[src/rtl/gps_pkg.sv]
// gps_pkg: shared widths, word type and SPI state encoding for the GPS-to-MCU SPI bridge.
// Latency: n/a (types and constants only).
// Backpressure: n/a.
package gps_pkg;

    localparam int GPS_WORD_W       = 16;
    localparam int GPS_SAMPLE_W     = 2;
    localparam int SAMPLES_PER_WORD = 8;
    localparam int SPI_BITS         = 16;

    localparam int SAMPLE_CNT_W = $clog2(SAMPLES_PER_WORD);
    localparam int BIT_CNT_W    = $clog2(SPI_BITS);

    typedef logic [GPS_WORD_W-1:0] gps_word_t;

    typedef enum logic [1:0] {
        IDLE,
        SETUP,
        SHIFT,
        GAP
    } spi_state_e;

endpackage

[src/rtl/gps_word_fifo.sv]
// gps_word_fifo: synchronous FIFO of GPS words, FIFO_DEPTH entries (power of two, >= 2).
// Latency: a pushed word is visible at pop_dat_o the cycle after the push edge.
// Backpressure: push while full is accepted only with a simultaneous pop; pop while empty is ignored.
module gps_word_fifo
    import gps_pkg::*;
#(
    parameter int FIFO_DEPTH = 4
) (
    input  logic      clk_i,
    input  logic      rst_ni,
    input  logic      push_i,
    input  gps_word_t push_dat_i,
    input  logic      pop_i,
    output gps_word_t pop_dat_o,
    output logic      full_o,
    output logic      empty_o
);

    localparam int AW = $clog2(FIFO_DEPTH);
    localparam int PW = AW + 1;

    gps_word_t     mem_q [FIFO_DEPTH];
    logic [PW-1:0] wr_ptr_q, wr_ptr_d;
    logic [PW-1:0] rd_ptr_q, rd_ptr_d;
    logic          do_push;
    logic          do_pop;

    // Extra pointer MSB distinguishes full from empty when the indices match.
    assign empty_o   = (wr_ptr_q == rd_ptr_q);
    assign full_o    = (wr_ptr_q[AW] != rd_ptr_q[AW]) &&
                       (wr_ptr_q[AW-1:0] == rd_ptr_q[AW-1:0]);
    assign do_pop    = pop_i && !empty_o;
    assign do_push   = push_i && (!full_o || do_pop);
    assign pop_dat_o = mem_q[rd_ptr_q[AW-1:0]];

    // Pointer advance for accepted pushes and pops.
    always_comb begin
        wr_ptr_d = wr_ptr_q;
        rd_ptr_d = rd_ptr_q;
        if (do_push) wr_ptr_d = wr_ptr_q + PW'(1);
        if (do_pop)  rd_ptr_d = rd_ptr_q + PW'(1);
    end

    // Pointer registers; reset empties the FIFO.
    always_ff @(posedge clk_i or negedge rst_ni) begin
        if (!rst_ni) begin
            wr_ptr_q <= '0;
            rd_ptr_q <= '0;
        end else begin
            wr_ptr_q <= wr_ptr_d;
            rd_ptr_q <= rd_ptr_d;
        end
    end

    // Storage needs no reset: empty pointers make stale entries unreadable.
    always_ff @(posedge clk_i) begin
        if (do_push) mem_q[wr_ptr_q[AW-1:0]] <= push_dat_i;
    end

endmodule

[src/rtl/gps_spi_packer.sv]
// gps_spi_packer: packs 2-bit GPS samples into 16-bit words and streams them out as an SPI mode-0 master.
// Latency: FIFO write one clock after the 8th strobe; MCU_SS falls 2 clocks after that write when idle.
// Backpressure: none upstream; a word arriving at a full FIFO (no pop) is dropped, OVERFLOW sticks. Macro GPS_SPI_OVF_CNT_EN enables OVF_COUNT.
module gps_spi_packer
    import gps_pkg::*;
#(
    parameter int FIFO_DEPTH = 4,
    parameter int GAP_CYCLES = 2
) (
    input  logic       MCU_CLK_25_000,
    input  logic       RESET,
    input  logic       ENABLE,
    input  logic       SAMPLE_STB,
    input  logic       GPS_I0,
    input  logic       GPS_I1,
    output logic       MCU_SCK,
    output logic       MCU_SS,
    output logic       MCU_MOSI,
    output logic       OVERFLOW,
    output logic [7:0] OVF_COUNT
);

    localparam int GAP_W = (GAP_CYCLES > 1) ? $clog2(GAP_CYCLES) : 1;

    // Packer
    gps_word_t                 pack_q, pack_d;
    gps_word_t                 push_dat_q, push_dat_d;
    logic [SAMPLE_CNT_W-1:0]   cnt_q, cnt_d;
    logic                      push_vld_q, push_vld_d;

    // FIFO interface
    gps_word_t                 fifo_dat;
    logic                      fifo_full;
    logic                      fifo_empty;
    logic                      pop;
    logic                      drop;

    // SPI engine
    spi_state_e                state_q, state_d;
    gps_word_t                 sreg_q, sreg_d;
    logic                      phase_q, phase_d;
    logic [BIT_CNT_W-1:0]      bit_cnt_q, bit_cnt_d;
    logic [GAP_W-1:0]          gap_cnt_q, gap_cnt_d;
    logic                      sck_q, sck_d;
    logic                      ss_q, ss_d;
    logic                      mosi_q, mosi_d;
    logic                      ovf_q, ovf_d;

    // Shift samples in oldest-first; the 8th sample hands the word to a one-entry staging register.
    always_comb begin
        pack_d     = pack_q;
        cnt_d      = cnt_q;
        push_vld_d = 1'b0;
        push_dat_d = push_dat_q;
        if (!ENABLE) begin
            pack_d = '0;
            cnt_d  = '0;
        end else if (SAMPLE_STB) begin
            pack_d = {pack_q[GPS_WORD_W-GPS_SAMPLE_W-1:0], GPS_I1, GPS_I0};
            cnt_d  = cnt_q + SAMPLE_CNT_W'(1);
            if (cnt_q == SAMPLE_CNT_W'(SAMPLES_PER_WORD - 1)) begin
                push_vld_d = 1'b1;
                push_dat_d = pack_d;
            end
        end
    end

    // Packer state.
    always_ff @(posedge MCU_CLK_25_000 or negedge RESET) begin
        if (!RESET) begin
            pack_q     <= '0;
            cnt_q      <= '0;
            push_vld_q <= 1'b0;
            push_dat_q <= '0;
        end else begin
            pack_q     <= pack_d;
            cnt_q      <= cnt_d;
            push_vld_q <= push_vld_d;
            push_dat_q <= push_dat_d;
        end
    end

    gps_word_fifo #(
        .FIFO_DEPTH (FIFO_DEPTH)
    ) u_fifo (
        .clk_i      (MCU_CLK_25_000),
        .rst_ni     (RESET),
        .push_i     (push_vld_q),
        .push_dat_i (push_dat_q),
        .pop_i      (pop),
        .pop_dat_o  (fifo_dat),
        .full_o     (fifo_full),
        .empty_o    (fifo_empty)
    );

    // A write into a full FIFO is lost unless the SPI engine pops in the same cycle.
    assign drop  = push_vld_q && fifo_full && !pop;
    assign ovf_d = ovf_q || drop;

    // SPI sequencing plus next values of the registered pins, which trail the state by one clock.
    always_comb begin
        state_d   = state_q;
        sreg_d    = sreg_q;
        phase_d   = phase_q;
        bit_cnt_d = bit_cnt_q;
        gap_cnt_d = gap_cnt_q;
        pop       = 1'b0;
        case (state_q)
            IDLE: begin
                if (!fifo_empty) begin
                    pop     = 1'b1;
                    sreg_d  = fifo_dat;
                    state_d = SETUP;
                end
            end
            SETUP: begin
                phase_d   = 1'b0;
                bit_cnt_d = '0;
                state_d   = SHIFT;
            end
            SHIFT: begin
                phase_d = !phase_q;
                if (phase_q) begin
                    // SCK falls here: present the next bit.
                    sreg_d    = {sreg_q[GPS_WORD_W-2:0], 1'b0};
                    bit_cnt_d = bit_cnt_q + BIT_CNT_W'(1);
                    if (bit_cnt_q == BIT_CNT_W'(SPI_BITS - 1)) begin
                        gap_cnt_d = '0;
                        state_d   = GAP;
                    end
                end
            end
            GAP: begin
                gap_cnt_d = gap_cnt_q + GAP_W'(1);
                if (gap_cnt_q == GAP_W'(GAP_CYCLES - 1)) state_d = IDLE;
            end
            default: state_d = IDLE;
        endcase
        ss_d   = !((state_q == SETUP) || (state_q == SHIFT));
        sck_d  = (state_q == SHIFT) && phase_q;
        mosi_d = ((state_q == SETUP) || (state_q == SHIFT)) ? sreg_q[GPS_WORD_W-1] : 1'b0;
    end

    // SPI state and output pins; reset idles the bus at once, abandoning any frame.
    always_ff @(posedge MCU_CLK_25_000 or negedge RESET) begin
        if (!RESET) begin
            state_q   <= IDLE;
            sreg_q    <= '0;
            phase_q   <= 1'b0;
            bit_cnt_q <= '0;
            gap_cnt_q <= '0;
            sck_q     <= 1'b0;
            ss_q      <= 1'b1;
            mosi_q    <= 1'b0;
            ovf_q     <= 1'b0;
        end else begin
            state_q   <= state_d;
            sreg_q    <= sreg_d;
            phase_q   <= phase_d;
            bit_cnt_q <= bit_cnt_d;
            gap_cnt_q <= gap_cnt_d;
            sck_q     <= sck_d;
            ss_q      <= ss_d;
            mosi_q    <= mosi_d;
            ovf_q     <= ovf_d;
        end
    end

    assign MCU_SCK  = sck_q;
    assign MCU_SS   = ss_q;
    assign MCU_MOSI = mosi_q;
    assign OVERFLOW = ovf_q;

`ifdef GPS_SPI_OVF_CNT_EN
    logic [7:0] ovf_cnt_q, ovf_cnt_d;

    assign ovf_cnt_d = (drop && (ovf_cnt_q != 8'hFF)) ? ovf_cnt_q + 8'd1 : ovf_cnt_q;

    // Saturating count of dropped words, cleared only by reset.
    always_ff @(posedge MCU_CLK_25_000 or negedge RESET) begin
        if (!RESET) ovf_cnt_q <= '0;
        else        ovf_cnt_q <= ovf_cnt_d;
    end

    assign OVF_COUNT = ovf_cnt_q;
`else
    assign OVF_COUNT = 8'd0;
`endif

endmodule
[config.mk]
export PLATFORM = sky130hd
export DESIGN_NAME = gps_spi_packer
export DESIGN_NICKNAME = d
export VERILOG_FILES = /design/src/rtl/gps_pkg.sv /design/src/rtl/gps_word_fifo.sv /design/src/rtl/gps_spi_packer.sv
export SDC_FILE = /design/constraint.sdc
export NUM_CORES = 1
export LEC_CHECK = 0
export BUFFER_PORTS_ARGS = -buffer_cell sky130_fd_sc_hd__buf_2
export CAP_MARGIN = 20
export CORE_ASPECT_RATIO = 0.9
export CORE_MARGIN = 1.5
export CORE_UTILIZATION = 30
export CTS_BUF_LIST = sky130_fd_sc_hd__clkbuf_4 sky130_fd_sc_hd__clkbuf_8 sky130_fd_sc_hd__clkbuf_16
export CTS_CLUSTER_DIAMETER = 40
export CTS_CLUSTER_SIZE = 16
export DETAILED_ROUTE_END_ITERATION = 8
export PLACE_DENSITY_LB_ADDON = 0.15
export SETUP_SLACK_MARGIN = 0.02
export SLEW_MARGIN = 10
export SYNTH_ARGS = -nofsm -noshare
export SYNTH_HDL_FRONTEND = slang
export SYNTH_SLANG_ARGS = --single-unit
[constraint.sdc]
create_clock -name MCU_CLK_25_000 -period 2.8 [get_ports MCU_CLK_25_000]
set_input_delay 0.14 -clock MCU_CLK_25_000 [delete_from_list [all_inputs] [get_ports MCU_CLK_25_000]]
set_output_delay 0.14 -clock MCU_CLK_25_000 [all_outputs]
set_load 0.005 [all_outputs]
After elaboration in Yosys (flattened, before gate mapping)
Memories as Yosys holds them, arrays and structs flattened. Index checks and enable logic that the tools add are counted.

Bits in writable memories: 64. Word-level logic and storage cells: 83. Input bits: 6. Flip-flop bits (word level): 68. Memories kept: 1. Output and inout bits: 12.

Equality and inequality tests: 13. Reduce and logical (&&, ||, !) cells: 23. Add/subtract/negate cells: 5. Muxes and demuxes: 26.

Memories: u_fifo.mem_q (words 4, bits a word 16, rd ports 1, clocked after Yosys merged registers in 0, wr ports 1, line gps_word_fifo.sv:22) `gps_word_t mem_q [FIFO_DEPTH];`.

Operators with widths (number): 2-to-1 mux 16 bit (2); case mux 16 bit (2 select lines) (1); 2-to-1 mux 14 bit (2); 2-to-1 mux 1 bit (10); adder 3 x 1 -> 3 bit, second input constant (3); AND reduction 3 bit (3); 2-to-1 mux 2 bit (4); inequality test 2 bit, second input constant (4); case mux 2 bit (4 select lines) (1); case mux 4 bit (2 select lines) (1); logical AND 1 bit (6); 2-to-1 mux 3 bit (2); nonzero test 2 bit (3); logical NOT 1 bit (5); adder 4 x 1 -> 4 bit, second input constant (1); == test 2 bit, second input constant (2); == test 4 bit, second input constant (1); 2-to-1 mux 4 bit (1); case mux 1 bit (2 select lines) (2); AND reduction 4 bit (1); == test 3 bit (1); == test 3 bit, second input constant (1); logical OR 1 bit (3); == test 2 x 1 -> 1 bit, second input constant (1); 6 further kinds (6).

Longest topological paths before layout
Gate-level depths: netlist of run 1.

Word-level depth: 8. Mapped depth: 8. Depth with buffers taken out: 6.

Modules after synthesis
Synthesis of run 1 repeated with hierarchy kept, for this count alone.

Cells, all modules: 342. Area, all modules: 5730.5 um^2.

Modules (own cells, without submodules): gps_spi_packer (cells an instance 212, times used 1, area an instance 2964.1 um^2); gps_word_fifo (cells an instance 130, times used 1, area an instance 2766.4 um^2).

Worst setup path before layout of run 1
Ideal clock, no wire load.

Kind: flip-flop to flip-flop. Start: register state_q[0]. End: memory u_fifo.mem_q[3][0] (netlist name), enable pin. Cell stages (with the launch flop): 7. Path buffers: 1. Data required time: 2.425 ns. Slack: 0.720 ns. Arrival: 1.705 ns. Path through: dfrtp_1 > inv_1 > ha_1 > clkbuf_1 > inv_1 > a41oi_2 > and2_1.

Word-level cells in the longest chain between the ends: 7.

RTL lines: from (decl) (line gps_spi_packer.sv:39) `spi_state_e state_q, state_d;`; from (signal assigned) (line gps_spi_packer.sv:157) `state_q <= state_d;`; logical NOT 2 bit (line gps_spi_packer.sv:108) `case (state_q)`; 2-to-1 mux 1 bit (line gps_spi_packer.sv:108); logical AND 1 bit (line gps_word_fifo.sv:32) `assign do_pop = pop_i && !empty_o;`; logical OR 1 bit (line gps_word_fifo.sv:33) `assign do_push = push_i && (!full_o || do_pop);`; logical AND 1 bit (line gps_word_fifo.sv:33); 2-to-1 mux 1 bit (line gps_word_fifo.sv:57) `if (do_push) mem_q[wr_ptr_q[AW-1:0]] <= push_dat_i;`; 2-to-1 mux 1 bit (not written as such) (line gps_word_fifo.sv:57); to (decl) (line gps_word_fifo.sv:22).

No other way between the ends.

Worst setup path after layout of run 1
Start: register state_q[0]. End: register sreg_q[9].

Word-level cells in the longest chain between the ends: 3.

RTL lines: == test 2 bit or logical NOT 2 bit (tied branches) (line gps_spi_packer.sv:108); inequality test 2 bit (no line) or nonzero test 2 bit (tied branches); AND reduction 3 bit (no line); to (signal assigned) (line gps_spi_packer.sv:158) `sreg_q <= sreg_d;`; to (decl) (line gps_spi_packer.sv:40) `gps_word_t sreg_q, sreg_d;`.

Several ways; a longest one is shown, not always the timed one. A chain may end at the register's enable or synchronous reset.

==> run summary, run 1 <==
- Hold Crit Start: GPS_I0
- insertion delay to the later sink of the worst-skew pair: 0.41 ns
- total grt overflow: 0
- vias in the first global route: 3076
- fraction of the cycle the final worst path needs: 78.1%
- most frequent cells in the layout: 66 x dfrtp_1, 64 x edfxtp_1, 48 x nor2b_1
- GP Congestion: 0.677
- Top Usage Layer GRT: met2
- kind of end point of the critical path: register
- worst hold path cell count: 2
- number of top-level design ports: 18
- sum of net half-perimeters after detailed placement: 6500 µm
- via density per instance: 4.48
- vias after detailed routing: 2977
- pin count of the biggest net entering global routing: 69
- count of input and output buffers: 9
- GR met3 Demand/Resource: 3.60%
- die height: 134 µm
- final count of hold timing violations: 0
- TritonCTS clock tree: done
- starting density of the core: 30.8%
- fraction of final layout cells with drive strength greater than 1: 21.2%
- first drt pass iteration count: 4
- Sum Neg Setup Slack: 0 ns
- final worst path period need: 2.19 ns
- CP most frequent cell: buf_4
- Avg Inst Size Synth: 14.8 µm²
- number of buffer and inverter stages on the critical path: 3
- Worst Hold Margin: 0.0300 ns
- fin nets: 425
- clock sink count: 132
- met2 GRT Util: 17.9%
- clock transition at the registers of the reported paths: 0.06 ns
- Lkg Pwr: 2.66 nW
- reg-to-reg setup timing slack: 0.61 ns
- gr usage total: 11.6%
- P per Cell Area: 943 nW/µm²
- antenna violations before repair: 0
- critical path required time: 3.15 ns
- Cell Area, Synth: 5700 µm²
- overall die area: 19800 µm²
- area growth from synthesis to final layout: 16.0%
- DRT antenna net count: 0
- highest ir drop seen on vdd: 0.460 mV
- warning count from the yosys run: 0
- actual slew at the worst max-slew pin: 0.592 ns
- number of max-capacitance violations reported: 0
- pre-CTS worst setup slack: 0.640 ns
- clock tree root driver cell: clkbuf_16
- maximum number of buffers from clock root to sink: 2
- DR DRC count: 0
- post-detailed-route wirelength per cell: 15.7 µm
- worst setup skew after layout: 0.0104 ns
- depth of the critical timing path with buffers and inverters included: 8
- peak per-stage delay on the critical path: 0.46 ns
- worst hold path endpoint: push_dat_q[0]$_DFFE_PN0P_
- run status: completed
- Die Wd: 148 µm
- least setup slack across all paths after layout: 0.613 ns
- number of synthesized register bits: 132
- dpl cell area: 6010 µm²
- first-pass GRT wire length: 17200 µm
- most common cell after layout, fill and taps aside: dfrtp_1
- Worst slew margin: 60.6%
- highest clock frequency the design can meet: 457 MHz
- First DRT Iteration DRCs: 95
- logic depth of the worst register-to-register path: 8
- max-slew violations: 0
- cell-by-cell listing of the critical path: inv_1 > ha_1 > buf_4 > mux2i_1 > a41o_1 > buf_4 > a2111oi_0 > a21o_1
- sequential element share of the synthesized area: 63.6%
- Netlist cell types: 37
- critical path's top delay family: compound AO/OA/AOI/OAI gates
- final setup vio count: 0
- summed area of non-filler cells in the final layout: 6610 µm²
- hold crit path type: input port to register
- startpoint type of the worst setup path: register
- count of mapped cells out of synthesis: 386
- global routing met1 resource utilization: 15.7%
- critical path data arrival time: 2.54 ns
- fill cell total of the finished layout: 1776
- overall power consumption: 6.23 mW
- area of the core: 18500 µm²
- setup repair bufs after CTS: 0
- kind of critical path: register to register
- Worst path slowest cell: a2111oi_0
- RR Endpoint: sreg_q[9]$_DFFE_PN0P_
- routed wire length: 10400 µm
- unrepaired setup endpoints after global routing: false
- number of buffers created by CTS: 17
- level count of the clock H-tree: 4
- FF-to-FF Start: state_q[0]$_DFFE_PN0P_
- largest fanout on the critical path: 30
- final antenna diode count: 0
- Site Rows: 47
==> kinds of logic (layout without fill, tap and decap cells) <==
logic type / Yosys count / in the layout / synth area share [%]
other: 1 / 8 / 0.0658
flip-flops: 132 / 132 / 63.6
multiplexers: 54 / 54 / 10.2
XOR/XNOR: 13 / 13 / 2.00
buffers and inverters: 37 / 63 / 3.58
adder cells (fa/ha/maj): 13 / 13 / 2.85
AND/OR/NAND/NOR: 76 / 76 / 7.93
AO/OA/AOI/OAI: 60 / 60 / 9.77
==> power breakdown <==
part / internal (mW) / total (mW) / switching (mW) / leakage (nW)
Combinational: 0.733 / 1.69 / 0.956 / 0.983
Clock: 1.32 / 2.15 / 0.832 / 0.278
Sequential: 2.24 / 2.40 / 0.157 / 1.40
==> through the flow <==
step           cells  util, %
3_3_place_gp     630     32.4
3_5_place_dp     630     32.4
4_1_cts          664     35.7
5_1_grt          664     35.7
2_1_floorplan    393        -
6_report         664     35.7
==> timing repair <==
action / CTS / global route
hold endpoints to repair: 68 / 0
hold buffers: 2 / 0
gates resized for setup: 0 / 0
==> Yosys cell counts (all sizes together) <==
cell / instances / area share [%]
nor2: 4 / 0.26
and2b: 1 / 0.15
dfrtp: 67 / 29
and2: 7 / 0.77
xnor2: 8 / 1.2
conb: 1 / 0.066
a41o: 3 / 0.57
mux2: 19 / 3.8
nand4: 2 / 0.22
nand3: 3 / 0.26
mux4: 1 / 0.46
a41oi: 1 / 0.29
buf: 22 / 2.6
o21ai: 6 / 0.53
xor2: 5 / 0.77
nand2: 6 / 0.40
ha: 13 / 2.9
nand2b: 2 / 0.22
edfxtp: 64 / 34
a21o: 16 / 2.1
dfstp: 1 / 0.46
nand3b: 1 / 0.13
a2111oi: 15 / 3.8
nor2b: 48 / 5.3
a211oi: 15 / 2.0
or2: 1 / 0.11
nor3b: 1 / 0.13
a22o: 1 / 0.15
a21oi: 2 / 0.18
inv: 8 / 0.53
o31ai: 1 / 0.13
clkbuf: 7 / 0.46
mux2i: 34 / 6.0
==> metal layers <==
layer / vias to the layer above / wire [µm]
met5: - / 0
met4: 0 / 77
met3: 6 / 242
met2: 27 / 4930
met1: 1505 / 5160
li1: 1439 / -
==> layout make-up <==
type,count,area (µm²),area share [%]
Timing Repair Buffer,23,168,2.54
Tap cell,245,307,4.64
Sequential cell,132,3630,54.9
Clock inverter,15,159,2.40
Multi-Input combinational cell,224,1900,28.7
Inverter,8,30.0,0.454
Clock buffer,17,425,6.44
==> worst reg2reg max path, delay by kind of cell, from the launching register on <==
kind	cells	cell delay, ns
buf+inv	3	0.59
mux	1	0.09
flops	1	0.40
compound gates	3	0.82
fa+ha+maj	1	0.22
==> state kept, by name, summed over array words and instances (netlist names), 3 cells and up <==
name / count
u_fifo.mem_q: 64
push_dat_q: 16
sreg_q: 16
cnt_q: 3
bit_cnt_q: 4
u_fifo.wr_ptr_q: 3
pack_q: 14
u_fifo.rd_ptr_q: 3
==> worst max-delay path by stage <==
stage               slack, ns                      endpoint                    from
global placement         0.75         sreg_q[9]$_DFFE_PN0P_  state_q[0]$_DFFE_PN0P_
detailed placement       0.64         sreg_q[9]$_DFFE_PN0P_  state_q[0]$_DFFE_PN0P_
finish                   0.61         sreg_q[9]$_DFFE_PN0P_  state_q[0]$_DFFE_PN0P_
global route             0.45         sreg_q[9]$_DFFE_PN0P_  state_q[0]$_DFFE_PN0P_
CTS                      0.61         sreg_q[9]$_DFFE_PN0P_  state_q[0]$_DFFE_PN0P_
floorplan                0.72  u_fifo.mem_q[3][0]$_DFFE_PP_  state_q[0]$_DFFE_PN0P_
(Power assumes the default switching activity.)
==> run 2, diff against run 1 <==
==> constraint.sdc (replaced) <==
create_clock -name MCU_CLK_25_000 -period 2.2 [get_ports MCU_CLK_25_000]
set_input_delay 0.11 -clock MCU_CLK_25_000 [delete_from_list [all_inputs] [get_ports MCU_CLK_25_000]]
set_output_delay 0.11 -clock MCU_CLK_25_000 [all_outputs]
set_load 0.005 [all_outputs]
==> run 2 against run 1 <==
Core utilization grew 0.55 points. Non-clock buffer count grew 7. Sequential share of layout area shrank 0.83 points. Largest cell class unchanged. Die area is the same. Hold slack lost 0.019 ns. Clock skew shrank 0.0042 ns. Critical path type unchanged. Cell area grew 1.5%. First-iteration DRC count grew 75%. Flip-flop and latch count is the same. Final cell count grew 1.1%. Highest routed layer unchanged. Total power grew 29%.
==> run summary, run 2 (same netlist as run 1, synthesis figures left out) <==
- final count of hold timing violations: 0, unchanged
- unrepaired setup endpoints after global routing: false
- max reg flops: 64, unchanged
- highest ir drop seen on vdd: 0.542 mV, +18%
- area of the core: 18500 µm², unchanged
- area growth from synthesis to final layout: 17.8%
- first-pass GRT wire length: 17300 µm, +0.68%
- P per Cell Area: 1190 nW/µm², +27%
- via density per instance: 4.49, +0.25%
- count of input and output buffers: 9, unchanged
- insertion delay to the later sink of the worst-skew pair: 0.41 ns, about the same
- GP Congestion: 0.697, +3.0%
- vias in the first global route: 3118, +1.4%
- Sum Neg Setup Slack: 0 ns, unchanged
- TritonCTS clock tree: done
- post-detailed-route wirelength per cell: 15.6 µm, -0.72%
- Cell Count, Final, Fillers Out: 671, +1.1%
- First DRT Iteration DRCs: 166, +75%
- number of max-capacitance violations reported: 0, unchanged
- placed instance count: 637, +1.1%
- level count of the clock H-tree: 4, unchanged
- critical path data arrival time: 2.33 ns, -0.21 ns
- final worst path period need: 2.04 ns, -0.151 ns
- kind of end point of the critical path: register
- area of combinational cells with multiple inputs: 1900 µm², unchanged
- most frequent cells in the layout: 66 x dfrtp_1, 64 x edfxtp_1, 48 x nor2b_1
- sum of net half-perimeters after detailed placement: 6480 µm, -0.33%
- clock tree root driver cell: clkbuf_16
- maximum number of buffers from clock root to sink: 2, unchanged
- final antenna diode count: 0, unchanged
- fill cell total of the finished layout: 1785, +0.51%
- Worst Hold Margin: 0.0107 ns, -0.0193 ns
- kind of critical path: register to register
- pin count of the biggest net entering global routing: 69, unchanged
- fin nets: 432, +1.6%
- footprint of the flip-flops and latches: 3630 µm², unchanged
- largest fanout on the critical path: 15, -50%
- Lkg Pwr: 2.70 nW, +1.5%
- gr usage total: 11.7%, +0.062 points
- Die Wd: 148 µm, unchanged
- total grt overflow: 0, unchanged
- most common cell after layout, fill and taps aside: dfrtp_1
- Site Rows: 47, unchanged
- overall die area: 19800 µm², unchanged
- fraction of the cycle the final worst path needs: 92.6%, +14 points
- highest clock frequency the design can meet: 491 MHz, +7.4%
- die height: 134 µm, unchanged
- max-slew violations: 0, unchanged
- DRT antenna net count: 0, unchanged
- critical path required time: 2.50 ns, -0.65 ns
- starting density of the core: 30.8%, unchanged
- antenna violations before repair: 0, unchanged
- routed wire length: 10400 µm, +0.33%
- number of top-level design ports: 18, unchanged
- fraction of final layout cells with drive strength greater than 1: 22.8%, +1.5 points
- vias after detailed routing: 3016, +1.3%
- startpoint type of the worst setup path: register
- number of buffers created by CTS: 17, unchanged
- final setup vio count: 0, unchanged
- clock sink count: 132, unchanged
- DR DRC count: 0, unchanged
- hold crit path type: input port to register
- clock transition at the registers of the reported paths: 0.06 ns, about the same
- run status: completed
- first drt pass iteration count: 4, unchanged
- worst setup skew after layout: 0.00622 ns, -0.00416 ns
[run 2: cell types whose count changed in the layout (fill, tap and decap cells not counted), sizes merged]
cell | before | now
buf | 21 | 28
clkbuf | 17 | 18
clkinv | 9 | 7
clkinvlp | 2 | 4
inv | 10 | 9
[run 2: final cells by class]
| class | count | area share [%] |
|---|---|---|
| Multi-Input combinational cell | 224 | 28.2 |
| Sequential cell | 132 | 54.0 |
| Timing Repair Buffer | 30 | 4.21 |
| Tap cell | 245 | 4.57 |
| Inverter | 8 | 0.447 |
| Clock buffer | 18 | 6.45 |
| Clock inverter | 14 | 2.05 |
[run 2: per-layer routing]
layer,track usage (%),wire (µm),vias to the layer above
li1,-,-,1453
met1,15.4,5090,1513
met2,18.0,4850,42
met3,3.80,400,8
met4,4.02,110,0
met5,0,0,-
[run 2: worst paths after layout]
path | slack, ns | endpoint | cells past startpoint | startpoint
max | 0.16 | sreg_q[2]$_DFFE_PN0P_ | 6 | state_q[0]$_DFFE_PN0P_
min | 0.01 | push_dat_q[0]$_DFFE_PN0P_ | 2 | GPS_I0
max reg2reg | 0.16 | sreg_q[2]$_DFFE_PN0P_ | 6 | state_q[0]$_DFFE_PN0P_
min reg2reg | 0.47 | OVERFLOW$_DFF_PN0_ | 1 | OVERFLOW$_DFF_PN0_
max in group asynchronous | 1.62 | cnt_q[0]$_DFFE_PN0P_ | 3 | RESET
min in group asynchronous | 0.25 | gap_cnt_q$_DFFE_PN0P_ | 3 | RESET
[run 2: what timing repair did]
item | CTS | global route
setup endpoints to repair | 0 | 14
endpoints found under the hold margin | 69 | 0
setup buffers | 0 | 0
hold buffers | 2 | 0
resized for setup | 0 | 1
[run 2: critical path, cell delays in order, from the launching register on]
cell	delay, ns
dfrtp_1	0.38
inv_1	0.10
ha_1	0.28
or2_2	0.49
a211oi_1	0.41
a2111oi_2	0.09
a21o_1	0.17
[run 2: stage by stage]
stage	power (mW)	worst slack [ns]	utilization (%)	instance area, µm²
2_1_floorplan	4.84	0.120	-	5720
3_5_place_dp	5.40	0.0649	33.0	6120
4_1_cts	8.15	0.0399	36.2	6710
5_1_grt	8.52	0.0498	36.2	6710
6_report	8.02	0.163	36.2	6710
3_3_place_gp	5.39	0.0921	33.0	6120
[run 2: where the power goes]
part	switching [mW]	internal (mW)	total, mW
Combinational	1.25	1.05	2.30
Clock	1.03	1.67	2.70
Sequential	0.176	2.85	3.03
==> run 3, diff against run 2 <==
--- a/config.mk
+++ b/config.mk
@@ -7,7 +7,7 @@
 export LEC_CHECK = 0
 export BUFFER_PORTS_ARGS = -buffer_cell sky130_fd_sc_hd__buf_2
 export CAP_MARGIN = 20
-export CORE_ASPECT_RATIO = 0.9
+export CORE_ASPECT_RATIO = 1.1
 export CORE_MARGIN = 1.5
 export CORE_UTILIZATION = 30
 export CTS_BUF_LIST = sky130_fd_sc_hd__clkbuf_4 sky130_fd_sc_hd__clkbuf_8 sky130_fd_sc_hd__clkbuf_16
==> constraint.sdc (replaced) <==
create_clock -name MCU_CLK_25_000 -period 1.7 [get_ports MCU_CLK_25_000]
set_input_delay 0.085 -clock MCU_CLK_25_000 [delete_from_list [all_inputs] [get_ports MCU_CLK_25_000]]
set_output_delay 0.085 -clock MCU_CLK_25_000 [all_outputs]
set_load 0.005 [all_outputs]
==> run 3 against run 2 <==
The run now ends with negative setup slack left. Maximum frequency is 18% higher. Clock power grew 37%. Die area is essentially flat. Sequential share of layout area down 5.9 points. Total power up 56%. Critical endpoint is now sreg_q[6]$_DFFE_PN0P_. Worst setup slack worse by 0.19 ns. Critical path type unchanged. Sequential power is 29% higher.
==> run summary, run 3 (same netlist as run 1, synthesis figures left out) <==
- switching portion of total power: 32.5%, +1.9 points
- antenna violations before repair: 0, unchanged
- total grt overflow: 0, unchanged
- Clock Power Share: 29.6%, -4.0 points
- area growth from synthesis to final layout: 32.2%
- actual slew at the worst max-slew pin: 0.493 ns
- first drt pass iteration count: 4, unchanged
- kind of end point of the critical path: register
- Psw: 4.06 mW, +66%
- part of the power in combinational logic: 39.0%, +10 points
- starting density of the core: 30.8%, +0.077 points
- max reg flops: 64, unchanged
- P per Cell Area: 1660 nW/µm², +39%
- kind of critical path: register to register
- final count of hold timing violations: 0, unchanged
- DR DRC count: 0, unchanged
- violated checks: negative setup slack
- Site Rows: 52, +11%
- Worst Hold Margin: 0.125 ns, +0.114 ns
- final worst path period need: 1.72 ns, -0.314 ns
- critical path's top delay family: compound AO/OA/AOI/OAI gates
- worst setup skew after layout: 0.00671 ns, +0.000485 ns
- GP Congestion: 0.700, +0.46%
- highest ir drop seen on vdd: 0.877 mV, +62%
- first-pass GRT wire length: 18000 µm, +4.4%
- gr usage total: 12.3%, +0.60 points
- count of input and output buffers: 9, unchanged
- First DRT Iteration DRCs: 120, -28%
- number of top-level design ports: 18, unchanged
- least setup slack across all paths after layout: -0.0224 ns, -0.186 ns
- number of max-capacitance violations reported: 0, unchanged
- unrepaired setup endpoints after global routing: true
- Cell Count, Final, Fillers Out: 697, +3.9%
- hold crit path type: input port to register
- TritonCTS clock tree: done
- insertion delay to the later sink of the worst-skew pair: 0.41 ns, about the same
- max-slew violations: 0, unchanged
- sequential cell fraction of total power: 31.3%, -6.4 points
- critical path required time: 2.00 ns, -0.50 ns
- highest clock frequency the design can meet: 581 MHz, +18%
- placed instance count: 650, +2.0%
- pin count of the biggest net entering global routing: 49, -29%
- total internal power: 8.44 mW, +52%
- number of buffers created by CTS: 17, unchanged
- largest fanout on the critical path: 7, -8
- run status: finished with violations
- DRT antenna net count: 0, unchanged
- overall die area: 19800 µm², about the same
- fin nets: 460, +6.5%
- logic depth of the worst register-to-register path: 6, unchanged
- Lkg Pwr: 2.98 nW, +10%
- cell-by-cell listing of the critical path: ha_4 > or2_4 > clkbuf_16 > a211oi_4 > a2111oi_4 > a21o_1
- vias in the first global route: 3178, +1.9%
- clock sink count: 132, unchanged
- Worst slew margin: 66.2%
- post-detailed-route wirelength per cell: 16.8 µm, +8.0%
- maximum number of buffers from clock root to sink: 2, unchanged
- Worst path slowest cell: dfrtp_1
- die height: 148 µm, +10%
- clock tree root driver cell: clkbuf_16
- level count of the clock H-tree: 4, unchanged
- clock transition at the registers of the reported paths: 0.06 ns, about the same
- number of buffer and inverter stages on the critical path: 1, unchanged
- final antenna diode count: 0, unchanged
- worst hold path cell count: 3, +1
- sum of net half-perimeters after detailed placement: 7250 µm, +12%
- final core utilization: 40.8%, +4.5 points
- most frequent cells in the layout: 66 x dfrtp_1, 64 x edfxtp_1, 48 x nor2b_1
- critical path data arrival time: 2.02 ns, -0.31 ns
- startpoint type of the worst setup path: register
- Die Wd: 134 µm, -9.4%
- Sum Neg Setup Slack: -0.0284 ns, -0.0284 ns
- peak per-stage delay on the critical path: 0.42 ns, -0.07 ns
- fraction of final layout cells with drive strength greater than 1: 34.1%, +11 points
- depth of the critical timing path with buffers and inverters included: 6, unchanged
- area of the core: 18500 µm², -0.25%
- most common cell after layout, fill and taps aside: dfrtp_1
- vias after detailed routing: 3119, +3.4%
- fill cell total of the finished layout: 1720, -3.6%
- via density per instance: 4.47, -0.44%
- fraction of the cycle the final worst path needs: 101%, +8.7 points
- routed wire length: 11700 µm, +12%
- final setup vio count: 4, +4
-- run 3: routing by layer --
layer  vias up  share of wire, %  global-route usage, %  routed length (µm)
met5         -                 0                      0                   0
met4         0               1.9                   5.48                 221
met3        22               3.4                   3.33                 401
met2        52                49                   19.0                5740
met1      1553                46                   16.1                5350
li1       1492                 -                      -                   -
-- run 3: cell type report --
class                           instances  area [µm²]  area share (%)
Multi-Input combinational cell        226        2340            31.1
Clock inverter                          8        98.8            1.31
Tap cell                              243         304            4.04
Inverter                                8        32.5           0.432
Clock buffer                           24         508            6.74
Timing Repair Buffer                   56         624            8.29
Sequential cell                       132        3630            48.1
-- run 3: worst paths after layout --
check                      slack, ns                        end                    from
max                            -0.02      sreg_q[6]$_DFFE_PN0P_  state_q[1]$_DFFE_PN0P_
min reg2reg                     0.48     sreg_q[15]$_DFFE_PN0P_  sreg_q[15]$_DFFE_PN0P_
min in group asynchronous       0.15      gap_cnt_q$_DFFE_PN0P_                   RESET
max in group asynchronous       0.97  push_dat_q[3]$_DFFE_PN0P_                   RESET
min                             0.12      pack_q[2]$_DFFE_PN0P_                  ENABLE
max reg2reg                    -0.02      sreg_q[6]$_DFFE_PN0P_  state_q[1]$_DFFE_PN0P_
-- run 3: metrics by stage --
stage	area (µm²)	total power, mW	setup WS, ns
after floorplan	5820	6.43	0.0262
after global placement	6360	7.44	-0.102
after detailed placement	6360	7.48	-0.0883
after CTS	7140	11.6	-0.0208
after global routing	7530	13.2	-0.0914
final	7530	12.5	-0.0224
-- run 3: repair_timing --
| item | in CTS | in global routing |
|---|---|---|
| resized for setup | 22 | 34 |
| pin swaps | 6 | 28 |
| endpoints found under the hold margin | 34 | 0 |
| endpoints found under the setup margin | 81 | 84 |
| hold buffers | 3 | 0 |
| cloned | 1 | 4 |
| buffers inserted | 3 | 4 |
-- run 3: power groups by stage --
stage / Clock (mW) / Sequential (mW) / Combinational [mW]
after floorplan: 0 / 3.93 / 2.50
after global placement: 0 / 3.97 / 3.48
after detailed placement: 0 / 3.97 / 3.51
after CTS: 3.79 / 3.91 / 3.85
after global routing: 3.93 / 3.96 / 5.28
final: 3.71 / 3.91 / 4.88
-- run 3: worst reg2reg max path, stage by stage, from the launching register on --
cell and delay, ns:
dfrtp_1 0.42, ha_4 0.20, or2_4 0.28, clkbuf_16 0.19
a211oi_4 0.26, a2111oi_4 0.09, a21o_1 0.17
